## config.mk

```make
export PLATFORM = sky130hd
export DESIGN_NAME = if_stage
export DESIGN_NICKNAME = d
export VERILOG_FILES = /design/src/rtl/rv32i_pkg.sv /design/src/rtl/if_stage_instr_fields.sv /design/src/rtl/if_stage.sv
export SDC_FILE = /design/constraint.sdc
export NUM_CORES = 1
export LEC_CHECK = 0
export CORE_UTILIZATION = 42
export DETAILED_ROUTE_END_ITERATION = 16
export HOLD_SLACK_MARGIN = 0.15
export PLACE_DENSITY = 0.69
export SETUP_SLACK_MARGIN = 0.05
export SLEW_MARGIN = 20
export SYNTH_ARGS = -nofsm -noshare
export SYNTH_HDL_FRONTEND = slang
export SYNTH_HIERARCHICAL = 1
export SYNTH_SLANG_ARGS = --single-unit
export TNS_END_PERCENT = 5
```

## constraint.sdc

```tcl
create_clock -name clk -period 11.4 [get_ports clk]
set_clock_uncertainty 0.2 [all_clocks]
set_input_delay 2.28 -clock clk [delete_from_list [all_inputs] [get_ports clk]]
set_output_delay 2.28 -clock clk [all_outputs]
set_load 0.01 [all_outputs]
```

## src/rtl/rv32i_pkg.sv

```systemverilog
// Shared RV32I constants for the fetch/decode slice: opcodes, canonical NOP,
// fetch FSM state encodings and a PC alignment helper.
package rv32i_pkg;

  localparam logic [6:0] OP_R      = 7'b0110011;
  localparam logic [6:0] OP_IMM    = 7'b0010011;
  localparam logic [6:0] OP_LOAD   = 7'b0000011;
  localparam logic [6:0] OP_STORE  = 7'b0100011;
  localparam logic [6:0] OP_BRANCH = 7'b1100011;
  localparam logic [6:0] OP_JAL    = 7'b1101111;
  localparam logic [6:0] OP_JALR   = 7'b1100111;

  localparam logic [31:0] NOP_INSTR = 32'h0000_0013;

  typedef logic [1:0] fetch_state_t;

  localparam fetch_state_t S_REQ  = 2'd0;
  localparam fetch_state_t S_WAIT = 2'd1;
  localparam fetch_state_t S_FULL = 2'd2;
  localparam fetch_state_t S_DROP = 2'd3;

  function automatic logic [31:0] align_pc(input logic [31:0] a);
    return a & 32'hFFFF_FFFC;
  endfunction

endpackage

```

## src/rtl/if_stage_instr_fields.sv

```systemverilog
// Combinational RV32I field slicer; shared between fetch output and decode.
module instr_fields (
  input  logic [31:0] instr,
  output logic [6:0]  opcode,
  output logic [2:0]  funct3,
  output logic [6:0]  funct7,
  output logic [4:0]  rd,
  output logic [4:0]  rs1,
  output logic [4:0]  rs2
);

  assign opcode = instr[6:0];
  assign rd     = instr[11:7];
  assign funct3 = instr[14:12];
  assign rs1    = instr[19:15];
  assign rs2    = instr[24:20];
  assign funct7 = instr[31:25];

endmodule

```

## src/rtl/if_stage.sv

```systemverilog
// RV32I fetch stage: single-outstanding word fetch, one-entry output buffer
// plus one holding slot, and redirect with wrong-path squashing.
module if_stage
  import rv32i_pkg::*;
#(
  parameter int          XLEN     = 32,
  parameter logic [31:0] RESET_PC = 32'h0000_0000
) (
  input  logic            clk,
  input  logic            rst,
  output logic            imem_req,
  output logic [XLEN-1:0] imem_addr,
  input  logic            imem_rvalid,
  input  logic [XLEN-1:0] imem_rdata,
  input  logic            redirect_valid,
  input  logic [XLEN-1:0] redirect_pc,
  output logic            id_valid,
  input  logic            id_ready,
  output logic [XLEN-1:0] id_pc,
  output logic [XLEN-1:0] id_instr,
  output logic [6:0]      opcode,
  output logic [2:0]      funct3,
  output logic [6:0]      funct7,
  output logic [4:0]      rd,
  output logic [4:0]      rs1,
  output logic [4:0]      rs2
);

  fetch_state_t    state_r, state_s;
  logic [XLEN-1:0] pc_r, pc_s;
  logic            id_valid_r, id_valid_s;
  logic [XLEN-1:0] id_pc_r, id_pc_s;
  logic [XLEN-1:0] id_instr_r, id_instr_s;
  logic [XLEN-1:0] hold_pc_r, hold_pc_s;
  logic [XLEN-1:0] hold_instr_r, hold_instr_s;
  logic            req_s;
  logic            drain_s;
  logic            outstanding_s;

  // Next-state logic: normal fetch flow first, redirect overrides afterwards.
  always_comb begin
    state_s      = state_r;
    pc_s         = pc_r;
    id_pc_s      = id_pc_r;
    id_instr_s   = id_instr_r;
    hold_pc_s    = hold_pc_r;
    hold_instr_s = hold_instr_r;
    req_s        = 1'b0;
    drain_s      = id_valid_r && id_ready;

    if (drain_s) begin
      id_valid_s = 1'b0;
    end else begin
      id_valid_s = id_valid_r;
    end

    case (state_r)
      S_REQ: begin
        req_s = !redirect_valid;
        if (!redirect_valid) begin
          state_s = S_WAIT;
        end else begin
          state_s = S_REQ;
        end
      end
      S_WAIT: begin
        if (imem_rvalid) begin
          pc_s = pc_r + 32'd4;
          if (!id_valid_r || id_ready) begin
            id_valid_s = 1'b1;
            id_instr_s = imem_rdata;
            id_pc_s    = pc_r;
            state_s    = S_REQ;
          end else begin
            // Buffer is busy; park the word so the presented entry stays stable.
            hold_instr_s = imem_rdata;
            hold_pc_s    = pc_r;
            state_s      = S_FULL;
          end
        end else begin
          state_s = S_WAIT;
        end
      end
      S_FULL: begin
        if (id_ready) begin
          id_valid_s = 1'b1;
          id_instr_s = hold_instr_r;
          id_pc_s    = hold_pc_r;
          state_s    = S_REQ;
        end else begin
          state_s = S_FULL;
        end
      end
      S_DROP: begin
        if (imem_rvalid) begin
          state_s = S_REQ;
        end else begin
          state_s = S_DROP;
        end
      end
      default: begin
        state_s = S_REQ;
      end
    endcase

    // A fetch still in flight after a redirect must be absorbed in S_DROP.
    outstanding_s = ((state_r == S_WAIT) || (state_r == S_DROP)) && !imem_rvalid;

    if (redirect_valid) begin
      pc_s       = align_pc(redirect_pc);
      id_valid_s = 1'b0;
      id_pc_s    = id_pc_r;
      id_instr_s = id_instr_r;
      if (outstanding_s) begin
        state_s = S_DROP;
      end else begin
        state_s = S_REQ;
      end
    end else begin
      outstanding_s = outstanding_s;
    end
  end

  // State, PC and output buffer registers.
  always_ff @(posedge clk or posedge rst) begin
    if (rst) begin
      state_r      <= S_REQ;
      pc_r         <= RESET_PC;
      id_valid_r   <= 1'b0;
      id_pc_r      <= RESET_PC;
      id_instr_r   <= NOP_INSTR;
      hold_pc_r    <= RESET_PC;
      hold_instr_r <= NOP_INSTR;
    end else begin
      state_r      <= state_s;
      pc_r         <= pc_s;
      id_valid_r   <= id_valid_s;
      id_pc_r      <= id_pc_s;
      id_instr_r   <= id_instr_s;
      hold_pc_r    <= hold_pc_s;
      hold_instr_r <= hold_instr_s;
    end
  end

  assign imem_req  = req_s;
  assign imem_addr = pc_r;
  assign id_valid  = id_valid_r;
  assign id_pc     = id_pc_r;
  assign id_instr  = id_instr_r;

  instr_fields u_fields (
    .instr  (id_instr_r),
    .opcode (opcode),
    .funct3 (funct3),
    .funct7 (funct7),
    .rd     (rd),
    .rs1    (rs1),
    .rs2    (rs2)
  );

endmodule

```

# == Word-level counts from Yosys, hierarchy flattened ==
# Index checks and enable logic that the tools add are counted.
# op_classes
n_addsub,1
n_eq_ne,6
muxes,25
n_bitwise,2
reduce_logical,14
# ops
op,count
$mux W32,9
$pmux W32 S2,2
$add A32 B3 Y32 const B,1
$mux W2,6
$pmux W2 S4,1
$mux W1,6
$ne A2 B2 Y1 const B,3
$reduce_bool A2 Y1,3
$reduce_and A5 Y1,1
$eq A2 B2 Y1 const B,2
$logic_not A1 Y1,3
$reduce_and A3 Y1,1
$eq A2 B1 Y1 const B,1
$logic_and A1 B1 Y1,2
$logic_not A2 Y1,1
$logic_or A1 B1 Y1,2
$not A1 Y1,2
$pmux W1 S2,1
$reduce_and A2 Y1,1
# word_totals
regBits,163
output_inout_bits,130

# == Logic depth before layout (Yosys ltp) ==
# logic_depth
word_depth,6
depth_mapped,8

# == By module ==
# Netlist, hierarchy kept.
# modules_own_cells
mod,instances,cells_per_inst,area_per_inst_um2
if_stage,1,593,7313.3
instr_fields,1,32,240.2

# == Worst setup path after synthesis ==
# OpenSTA, ideal clock, no wires.
# synth_timing
path_kind,input -> output
from,in redirect_valid
to,out imem_req
arrival_time_ns,2.865
t_required_ns,8.920
setup_slack_ns,6.055
stages,3
cell_sequence,clkbuf_1 clkbuf_1 nor2b_1
# synth_via
elab_chain_cells,2
# synth_rtl
item,line,source
"start, declared",if_stage.sv:15,"input logic redirect_valid,"
$logic_not A1 Y1,--,
$mux W1,if_stage.sv:57,case (state_r)
"end, declared",if_stage.sv:11,"output logic imem_req,"
# No other way between the ends.

# == Worst setup path in the final report ==
# Same ends and word-level chain as after synthesis.

==> run_results.csv <==
group,metric,value,unit
outcome,status,"finished clean",
floorplanning,die_h,136,um
clocking,cts_buffers,17,
setup_path,critPathTopFamily,"buffers and inverters",
global_routing,grt_max_degree,88,
clocking,clk_pin_slew,0.06,ns
placement,port_buffers,192,
clocking,clock_latency,0.41,ns
setup_path,cp-end-kind,"primary output",
floorplanning,die_area,18500,um^2
clocking,cts-root-buf,"clkbuf_16",
setup_path,critPathMaxFanout,39,
placement,gp_congestion,0.838,
clocking,cts_resized,0,
logic_synthesis,postSynthAreaPerCell,12.1,um^2
setup_path,crit_cells,4,
logic_synthesis,synth_top_area_share,50.0,%
cells_and_area,nets,847,
global_routing,grt_overflow,0,
hold_path,whs_path_depth,2,
hold_path,min-delay-start,"hold_pc_r[15]$_DFFE_PP0P_",
sta,max_freq,162,MHz
setup_path,path_cells,"clkdlybuf4s50_1 > buf_4 > nor2b_1 > clkdlybuf4s50_1",
setup_path,startpoint_type,"primary input",
power_and_ir_drop,ir_drop,0.114,mV
clocking,clock_path_buffers,2,
setup_path,crit_buf_inv,3,
power_and_ir_drop,leakagePower,4.20,nW
setup_path,crit_top_cell,"clkdlybuf4s50_1",
sta,finalHoldViolations,0,
clocking,cts_hold_buf,0,
sta,worst_pin_slew,1.06,ns
cells_and_area,multiInputGateArea,3190,um^2
sta,rsz0062_at_grt,"false",
logic_synthesis,yosys_warnings,6,
routing,viasPerCell,5.34,
clocking,cts_setup_buffers,0,
logic_synthesis,postSynthCellCount,625,
setup_path,critPathRequiredTime,8.92,ns
setup_path,worstPathArrival,3.67,ns
global_routing,grt_pass1_wl,28700,um
placement,dp_cells,979,
cells_and_area,drive_gt1_share,27.4,%
sta,fin_crit,6.15,ns
sta,relSlewSlack,28.7,%
power_and_ir_drop,p_sw,0.614,mW
sta,period_share,54.0,%
routing,wl,18000,um
floorplanning,row_count,48,
routing,detailedRoute.firstIterationViolations,226,
power_and_ir_drop,p_per_area,217,nW/um^2
logic_synthesis,synth_area_leaders,"dfrtp_1 (50%), mux2_2 (25%), buf_4 (3.6%)",
power_and_ir_drop,p_seq_share,39.2,%
floorplanning,start_util,43.4,%
floorplanning,ios,199,
routing,wl_per_cell,17.7,um
setup_path,worstSetupPathType,"primary input to primary output",
cells_and_area,seq_area,3940,um^2
routing,vias,5406,
routing,detail-route-antenna-nets,0,
sta,finalSetupTns,0,ns
logic_synthesis,ys_seq_area_share,52.1,%
power_and_ir_drop,internal_power,1.56,mW
global_routing,track_usage,20.3,%
logic_synthesis,synth_top_area_cell,"dfrtp_1",
floorplanning,core_area,17400,um^2
cells_and_area,fillCellCount,1432,
setup_path,cp_slowest_stage_delay,0.49,ns
clocking,cts_tree,"built",
cells_and_area,syn_to_final_growth,32.5,%
floorplanning,die_x,136,um
power_and_ir_drop,clock_power_share,25.8,%
cells_and_area,layout_commonest_cell,"clkdlybuf4s50_1",
clocking,cts.sinks,157,
power_and_ir_drop,p_sw_share,28.2,%
routing,drt_first_pass_iters,5,
setup_path,r2r_start,"state_r[0]$_DFF_PP0_",
logic_synthesis,netlist-cell-type-count,40,
sta,timing.hold.ws,0.281,ns
setup_path,slowest_stage,"clkdlybuf4s50_1",
cells_and_area,fin_cells,1012,
run,cap_violations,0,
global_routing,grt_pass1_vias,5676,
routing,route.detailed.drc,0,
sta,setup_violations,0,
setup_path,r2r-end,"id_instr[12]$_DFFE_PP0P_",
hold_path,hold_path_end,"hold_pc_r[15]$_DFFE_PP0P_",
clocking,h-tree-depth,4,
cells_and_area,final_cell_mix,"clkdlybuf4s50_1 (192), mux2_2 (168), dfrtp_1 (151)",
setup_path,rr_worst_depth,6,
setup_path,r2r_slack,8.00,ns
power_and_ir_drop,p_comb_share,35.0,%
hold_path,hold_class,"flip-flop to flip-flop",
logic_synthesis,ys_seq_elements,157,
logic_synthesis,synth_area,7550,um^2
sta,drv_slew,0,
global_routing,antenna_found_initial,0,
placement,hpwl,12000,um
registers in the layout, indices dropped and copies added (netlist names):
| register | count |
|---|---|
| hold_instr_r | 32 |
| hold_pc_r | 30 |
| id_instr | 32 |
| id_pc | 30 |
| id_valid | 1 |
| imem_addr | 30 |
| state_r | 2 |
tightest hold or removal path: cells and delay by family, from the launching register on:
kind / cells / cell delay, ns
AOI/OAI and AO/OA: 1 / 0.06
and+or+nand+nor: 1 / 0.04
DFF: 1 / 0.34
cell type report:
cell class / count / share of cell area [%]
tap: 225 / 2.81
inverter: 16 / 0.650
multi-input combinational: 386 / 31.9
antenna: 1 / 0.0250
timing repair buffer: 195 / 19.4
clock inverter: 5 / 0.825
clock buffer: 27 / 5.03
sequential: 157 / 39.3
synth_stat cells:
cell type	n
nand2_1	46
ha_1	5
or4_1	12
clkinv_1	1
nand4bb_1	1
nand4_2	2
o21ai_0	32
nand2b_1	1
o211ai_1	6
nor3_1	5
dfrtp_1	151
nand3_1	15
o31ai_1	7
a31o_2	3
nor4b_1	1
or2_2	1
o41ai_1	2
a31oi_1	14
buf_1	4
a21oi_1	6
mux2i_1	1
nor4_1	4
dfstp_2	6
nor4_2	1
mux2_2	168
nor2b_1	2
nand4_1	9
xnor2_1	4
xor2_1	5
nand4b_1	1
inv_1	15
buf_2	9
or4_4	2
clkbuf_1	20
conb_1	1
buf_4	36
or3_1	2
and4_1	3
nor2_1	19
a211o_1	2
through the flow:
stage	cell area (um^2)	power [mW]	setup slack [ns]	utilization, %
after detailed placement	9410	1.63	5.23	54.1
after floorplan	7560	1.25	4.70	-
after global placement	9410	1.60	5.24	54.1
final	10000	2.18	5.25	57.5
after global routing	10000	2.30	5.17	57.4
after CTS	10000	2.20	5.22	57.4
power groups by stage:
stage                     logic [mW]  registers [mW]  clock network, mW
final                          0.761           0.853              0.562
after global routing           0.815           0.881              0.602
after CTS                      0.772           0.855              0.576
after detailed placement       0.769           0.864                  0
after global placement         0.754           0.850                  0
after floorplan                0.351           0.896                  0
cell families after synthesis:
| group | synth area share, % |
|---|---|
| and+or+nand+nor | 8.85 |
| adders and majority gates | 0.828 |
| DFF | 52.1 |
| muxes | 25.2 |
| other | 0.0496 |
| xor gates and xnor gates | 1.04 |
| buffers and inverters | 6.16 |
| AOI/OAI and AO/OA | 5.78 |
layer usage:
layer | part of all wire, % | vias up | wire length (um) | global-route usage [%]
met5 | 0 | - | 0 | 0
met4 | 3.2 | 0 | 566 | 9.94
met3 | 5.0 | 36 | 893 | 4.40
met2 | 49 | 182 | 8850 | 33.4
met1 | 43 | 2685 | 7650 | 25.2
li1 | - | 2503 | - | -
worst max path at each step:
stage                        start                      endpoint  slack [ns]
floorplan                      rst  hold_instr_r[10]$_DFFE_PP0P_        4.70
global placement    redirect_valid                      imem_req        5.24
detailed placement  redirect_valid                      imem_req        5.23
CTS                 redirect_valid                      imem_req        5.22
global route        redirect_valid                      imem_req        5.17
finish              redirect_valid                      imem_req        5.25
(Power assumes the default switching activity.)
